`config.mk`:
```
export PLATFORM = sky130hd
export DESIGN_NAME = gpio_pad_arbiter
export DESIGN_NICKNAME = d
export VERILOG_FILES = /design/src/rtl/gpio_pad_arbiter.sv
export SDC_FILE = /design/constraint.sdc
export NUM_CORES = 1
export LEC_CHECK = 0
export ABC_AREA = 0
export CORE_UTILIZATION = 31
export DETAILED_ROUTE_END_ITERATION = 16
export DONT_BUFFER_PORTS = 1
export GPL_TIMING_DRIVEN = 0
export HOLD_SLACK_MARGIN = 0.02
export PLACE_DENSITY = 0.57
export SETUP_SLACK_MARGIN = 0.05
export SKIP_LAST_GASP = 1
export SYNTH_ARGS = -nofsm -noshare
export SYNTH_HDL_FRONTEND = slang
export SYNTH_SLANG_ARGS = --single-unit
```
`constraint.sdc`:
```
create_clock -name clk -period 7.5 [get_ports clk]
set_input_delay 0.75 -clock clk [delete_from_list [all_inputs] [get_ports clk]]
set_output_delay 0.75 -clock clk [all_outputs]
set_load 0.02 [all_outputs]
```
`src/rtl/gpio_pad_arbiter.sv`:
```
// GPIO pad bank arbiter: requester 0 owns the bank by default, requesters 1..N_REQ-1
// claim it round-robin, and every handover tristates the bank for TURNAROUND cycles.
module gpio_pad_arbiter #(
  parameter int unsigned N_PADS     = 11,
  parameter int unsigned N_REQ      = 4,
  parameter int unsigned TURNAROUND = 1,
  parameter int unsigned MAX_HOLD   = 0
) (
  input  logic                      clk,
  input  logic                      rst_n_sync,
  input  logic [N_REQ-1:0]          req,
  input  logic [N_REQ*N_PADS-1:0]   req_out,
  input  logic [N_REQ*N_PADS-1:0]   req_oe,
  output logic [N_REQ-1:0]          gnt,
  output logic [2:0]                owner,
  output logic [N_PADS-1:0]         padout,
  output logic [N_PADS-1:0]         padoe
);

  localparam int unsigned IDX_W  = 3;
  localparam int unsigned HOLD_W = (MAX_HOLD > 2) ? $clog2(MAX_HOLD) : 1;
  localparam int unsigned TURN_W = (TURNAROUND > 2) ? $clog2(TURNAROUND) : 1;
  localparam logic [HOLD_W-1:0] HOLD_LAST = HOLD_W'((MAX_HOLD == 0) ? 0 : MAX_HOLD - 1);
  localparam logic [TURN_W-1:0] TURN_LAST = TURN_W'(TURNAROUND - 1);
  localparam logic [IDX_W-1:0]  RR_RST    = IDX_W'(N_REQ - 1);

  typedef enum logic {
    ST_OWN  = 1'b0,
    ST_TURN = 1'b1
  } state_e;

  state_e              state_q, state_d;
  logic [IDX_W-1:0]    owner_q, owner_d;
  logic [N_REQ-1:0]    gnt_q, gnt_d;
  logic [N_PADS-1:0]   padout_q, padout_d;
  logic [N_PADS-1:0]   padoe_q, padoe_d;
  logic [IDX_W-1:0]    rr_ptr_q, rr_ptr_d;
  logic [HOLD_W-1:0]   hold_cnt_q, hold_cnt_d;
  logic [TURN_W-1:0]   turn_cnt_q, turn_cnt_d;

  logic [IDX_W-1:0]    target;
  logic                go_turn;
  logic                own_req;
  logic                any_other;
  logic                any_req;

  // Round-robin search over requesters 1..N_REQ-1 starting after ptr; excl=0 means no exclusion.
  function automatic logic [IDX_W-1:0] pick(input logic [N_REQ-1:0] r,
                                            input logic [IDX_W-1:0] ptr,
                                            input logic [IDX_W-1:0] excl);
    logic [N_REQ-1:0] hit;
    logic [N_REQ-1:0] sh;
    logic [IDX_W-1:0] res;
    logic             found;
    int unsigned      k;
    hit   = r & ~N_REQ'(1) & ~(N_REQ'(1) << excl);
    res   = '0;
    found = 1'b0;
    for (int unsigned i = 0; i < N_REQ - 1; i++) begin
      k  = ((32'(ptr) + i) % (N_REQ - 1)) + 32'd1;
      sh = hit >> k;
      if (!found && sh[0]) begin
        found = 1'b1;
        res   = IDX_W'(k);
      end
    end
    return res;
  endfunction

  always_comb begin
    state_d    = state_q;
    owner_d    = owner_q;
    gnt_d      = gnt_q;
    padout_d   = padout_q;
    padoe_d    = padoe_q;
    rr_ptr_d   = rr_ptr_q;
    hold_cnt_d = hold_cnt_q;
    turn_cnt_d = turn_cnt_q;
    target     = owner_q;
    go_turn    = 1'b0;

    own_req   = |(req & (N_REQ'(1) << owner_q));
    any_req   = |(req & ~N_REQ'(1));
    any_other = |(req & ~N_REQ'(1) & ~(N_REQ'(1) << owner_q));

    if (state_q == ST_OWN) begin
      padout_d = N_PADS'(req_out >> (32'(owner_q) * N_PADS));
      padoe_d  = N_PADS'(req_oe  >> (32'(owner_q) * N_PADS));
      if (owner_q == '0) begin
        if (any_req) begin
          go_turn = 1'b1;
          target  = pick(req, rr_ptr_q, '0);
        end
      end else if (!own_req) begin
        go_turn = 1'b1;
        target  = pick(req, rr_ptr_q, owner_q);
      end else if ((MAX_HOLD != 0) && (hold_cnt_q == HOLD_LAST) && any_other) begin
        go_turn = 1'b1;
        target  = pick(req, rr_ptr_q, owner_q);
      end

      if (go_turn) begin
        state_d    = ST_TURN;
        owner_d    = target;
        gnt_d      = '0;
        padout_d   = padout_q;
        padoe_d    = '0;
        turn_cnt_d = '0;
      end else if (hold_cnt_q != HOLD_LAST) begin
        hold_cnt_d = hold_cnt_q + 1'b1;
      end
    end else begin
      padoe_d = '0;
      gnt_d   = '0;
      if (turn_cnt_q == TURN_LAST) begin
        // A pending owner that gave up during the window is replaced without a second turnaround.
        if ((owner_q != '0) && !own_req) begin
          target = pick(req, rr_ptr_q, '0);
        end
        state_d    = ST_OWN;
        owner_d    = target;
        gnt_d      = N_REQ'(1) << target;
        padout_d   = N_PADS'(req_out >> (32'(target) * N_PADS));
        padoe_d    = N_PADS'(req_oe  >> (32'(target) * N_PADS));
        hold_cnt_d = '0;
        if (target != '0) begin
          rr_ptr_d = target;
        end
      end else begin
        turn_cnt_d = turn_cnt_q + 1'b1;
      end
    end
  end

  always_ff @(posedge clk or negedge rst_n_sync) begin
    if (!rst_n_sync) begin
      state_q    <= ST_OWN;
      owner_q    <= '0;
      gnt_q      <= N_REQ'(1);
      padout_q   <= '0;
      padoe_q    <= '0;
      rr_ptr_q   <= RR_RST;
      hold_cnt_q <= '0;
      turn_cnt_q <= '0;
    end else begin
      state_q    <= state_d;
      owner_q    <= owner_d;
      gnt_q      <= gnt_d;
      padout_q   <= padout_d;
      padoe_q    <= padoe_d;
      rr_ptr_q   <= rr_ptr_d;
      hold_cnt_q <= hold_cnt_d;
      turn_cnt_q <= turn_cnt_d;
    end
  end

  assign gnt    = gnt_q;
  assign owner  = owner_q;
  assign padout = padout_q;
  assign padoe  = padoe_q;

endmodule

```
==> flow_summary.toml <==
[run_status]
outcome = "completed"

[yosys]
synth_area_um2 = 4230
synth_ff_type = "dfrtp_1"
netlist.area_leader.share = 0.178
synth.distinct_cells = 80
ys_top_cells_by_area = "dfrtp_1 18%, ha_1 6.5%, mux4_2 6.4%"
syn_avg_cell_area_um2 = 8.13
synth_edf_count = 0
synthCells = 520
ys_warn_count = 0
ys_ff_latch = 33
synth.most_common_cell = "nand2_1"
yosysSeqAreaShare = 0.196
synth_area_leader_cell = "dfrtp_1"
synth_fp_nets = 636
async_reset_ff_frac = 1.00
yosys-top-cells-count = "51 x nand2_1, 40 x nor2_1, 36 x inv_1"

[clocking]
cts_buffers = 5
cts_max_path_buffers = 2
clockRootBuffer = "clkbuf_16"
cts_sinks = 33
cts_tree = "built"
clk_latency_ns = 0.28
h-tree-depth = 2
path_clk_slew_ns = 0.05
holdBufCountCts = 0

[worst_setup_path]
crit_fanout = 10
cpPeakStageDelay_ns = 0.58
arrival_ns = 7.03
end_kind = "register"
crit_slowest_cell = "dfstp_2"
crit_type = "register to register"
path_common_cell = "ha_1"
startpoint_type = "register"
cp_cell_sequence = "buf_2, clkbuf_2, clkinv_2, ha_1, ha_1, clkbuf_1, a2bb2oi_2, and2_1, xnor2_1, ha_2, nor3_4, xnor2_2, ha_1, and4_1, nor3_1, or4_1, o21a_1, a211oi_4, a22oi_1, o211a_1, a211oi_1, clkbuf_1, o221a_2, a211oi_1"
cp.required_ns = 7.63

[die]
dieArea_um2 = 14100
core_um2 = 13300
initial_core_util = 0.318
die_h_um = 119
std_cell_rows = 42
ioPinCount = 123
die_w_um = 119

[timing]
max_freq_mhz = 145
rsz0062_at_grt = "false"
min_period_ns = 6.90
layout_setup_ws_ns = 0.602
finalHoldViolations = 0
skew_ns = 0.00650
drv_slew = 0
tightest_slew_ns = 0.842
relSlewSlack = 0.439
setup_viol = 0
fin_crit_sh = 0.920

[grt]
grt_max_degree = 34
grt_pass1_vias = 4223
grt_overflow = 0
grt_pass1_wl_mm = 20.5
globalRouteTotalUtil = 0.175
antenna_found_initial = 0

[final_layout]
final_cells = 703
num-nets-final = 642
layout-drive-gt1-share = 0.148
areaGrowthSynthToFinish_pct = 9.77
n_antenna_cell = 0

[placement]
port_buffers = 0
dpl.cell_count = 696
gp_congestion = 0.924
dp_slack_ns = -0.337
dp_hpwl_mm = 9.63

[drt]
drtPass1Iterations = 5
drt_iter0_markers = 292
via_count = 4217
wl_mm = 12.5
drc = 0
vias_per_cell = 6.00
wl_per_cell_um = 17.7
drt.antenna.violating_nets = 0

[hold_path]
hp-class = "primary input to async pin"

[run]
max_cap_violations = 0
==> registers in the layout, indices dropped and copies added, names as in the netlist <==
name and count:
owner 3, rr_ptr_q 3, padoe 11, padout 11
gnt 4, state_q 1
==> layer usage <==
layer / vias to the layer above / track usage / routed length, µm
li1: 1972 / - / -
met5: - / 0 / 0
met3: 22 / 0.0381 / 1010
met4: 0 / 0.0617 / 228
met2: 182 / 0.314 / 6160
met1: 2041 / 0.205 / 5060
==> through the flow <==
step / utilization / setup TNS, ns / area [µm²] / hold WS [ns]
after floorplan: - / 0 / 4230 / 0.454
final: 0.349 / 0 / 4640 / 0.159
after CTS: 0.348 / 0 / 4620 / 0.154
after global routing: 0.349 / 0 / 4640 / 0.154
after global placement: 0.335 / -3.29 / 4450 / 0.456
after detailed placement: 0.335 / -7.14 / 4450 / 0.456
==> final timing paths <==
kind,endpoint,from,cells after the start,slack [ns]
setup / recovery,padout[2],rr_ptr_q[0],24,0.60
hold / removal,padout[7],rst_n_sync,0,0.16
setup reg to reg,padout[2],rr_ptr_q[0],24,0.60
hold reg to reg,gnt[0],gnt[0],1,0.62
max in group asynchronous,gnt[0],rst_n_sync,0,7.16
min in group clk,gnt[0],gnt[0],1,0.62
==> logic make-up after synthesis <==
group           share of synthesized area
simple gates                        0.231
compound gates                      0.271
buf+inv                            0.0719
mux                                 0.136
flops                               0.196
fa+ha+maj                          0.0651
xor+xnor                           0.0269
other cells                      0.000887
==> layout by cell type (no fill, tap or decap), drive strengths merged, types with 7 or more instances in the layout <==
cell / Yosys / layout
nand2: 51 / 51
nor2: 41 / 41
inv: 37 / 37
dfrtp: 30 / 30
o21ai: 30 / 30
clkbuf: 20 / 27
mux2i: 26 / 26
a21oi: 26 / 26
ha: 22 / 22
nor3: 18 / 18
nand3: 16 / 16
a211oi: 16 / 16
nand4: 15 / 15
mux4: 12 / 12
o221a: 12 / 12
buf: 13 / 12
a31oi: 8 / 8
nor2b: 7 / 7
xnor2: 7 / 7
==> layout make-up <==
| type | instances | area [µm²] |
|---|---|---|
| clock inverter | 1 | 30.0 |
| sequential | 33 | 830 |
| multi-input combinational | 416 | 3120 |
| clock buffer | 7 | 143 |
| buffer | 32 | 159 |
| inverter | 38 | 144 |
| tap | 176 | 220 |
| fill | 1404 | 8650 |
==> critical path, delay by kind of cell (launching register included) <==
family / cells / cell delay (ns)
fa+ha+maj: 4 / 1.33
flops: 1 / 0.58
buf+inv: 5 / 1.30
simple gates: 5 / 1.17
xor+xnor: 2 / 0.49
compound gates: 8 / 1.85
==> what timing repair did <==
action,in CTS,in global routing
setup buffers,0,0
resized for setup,2,6
endpoints found under the setup margin,30,30
Power is not shown: default switching activity piles up to over one toggle a cycle in this logic, so the estimate is an artifact.
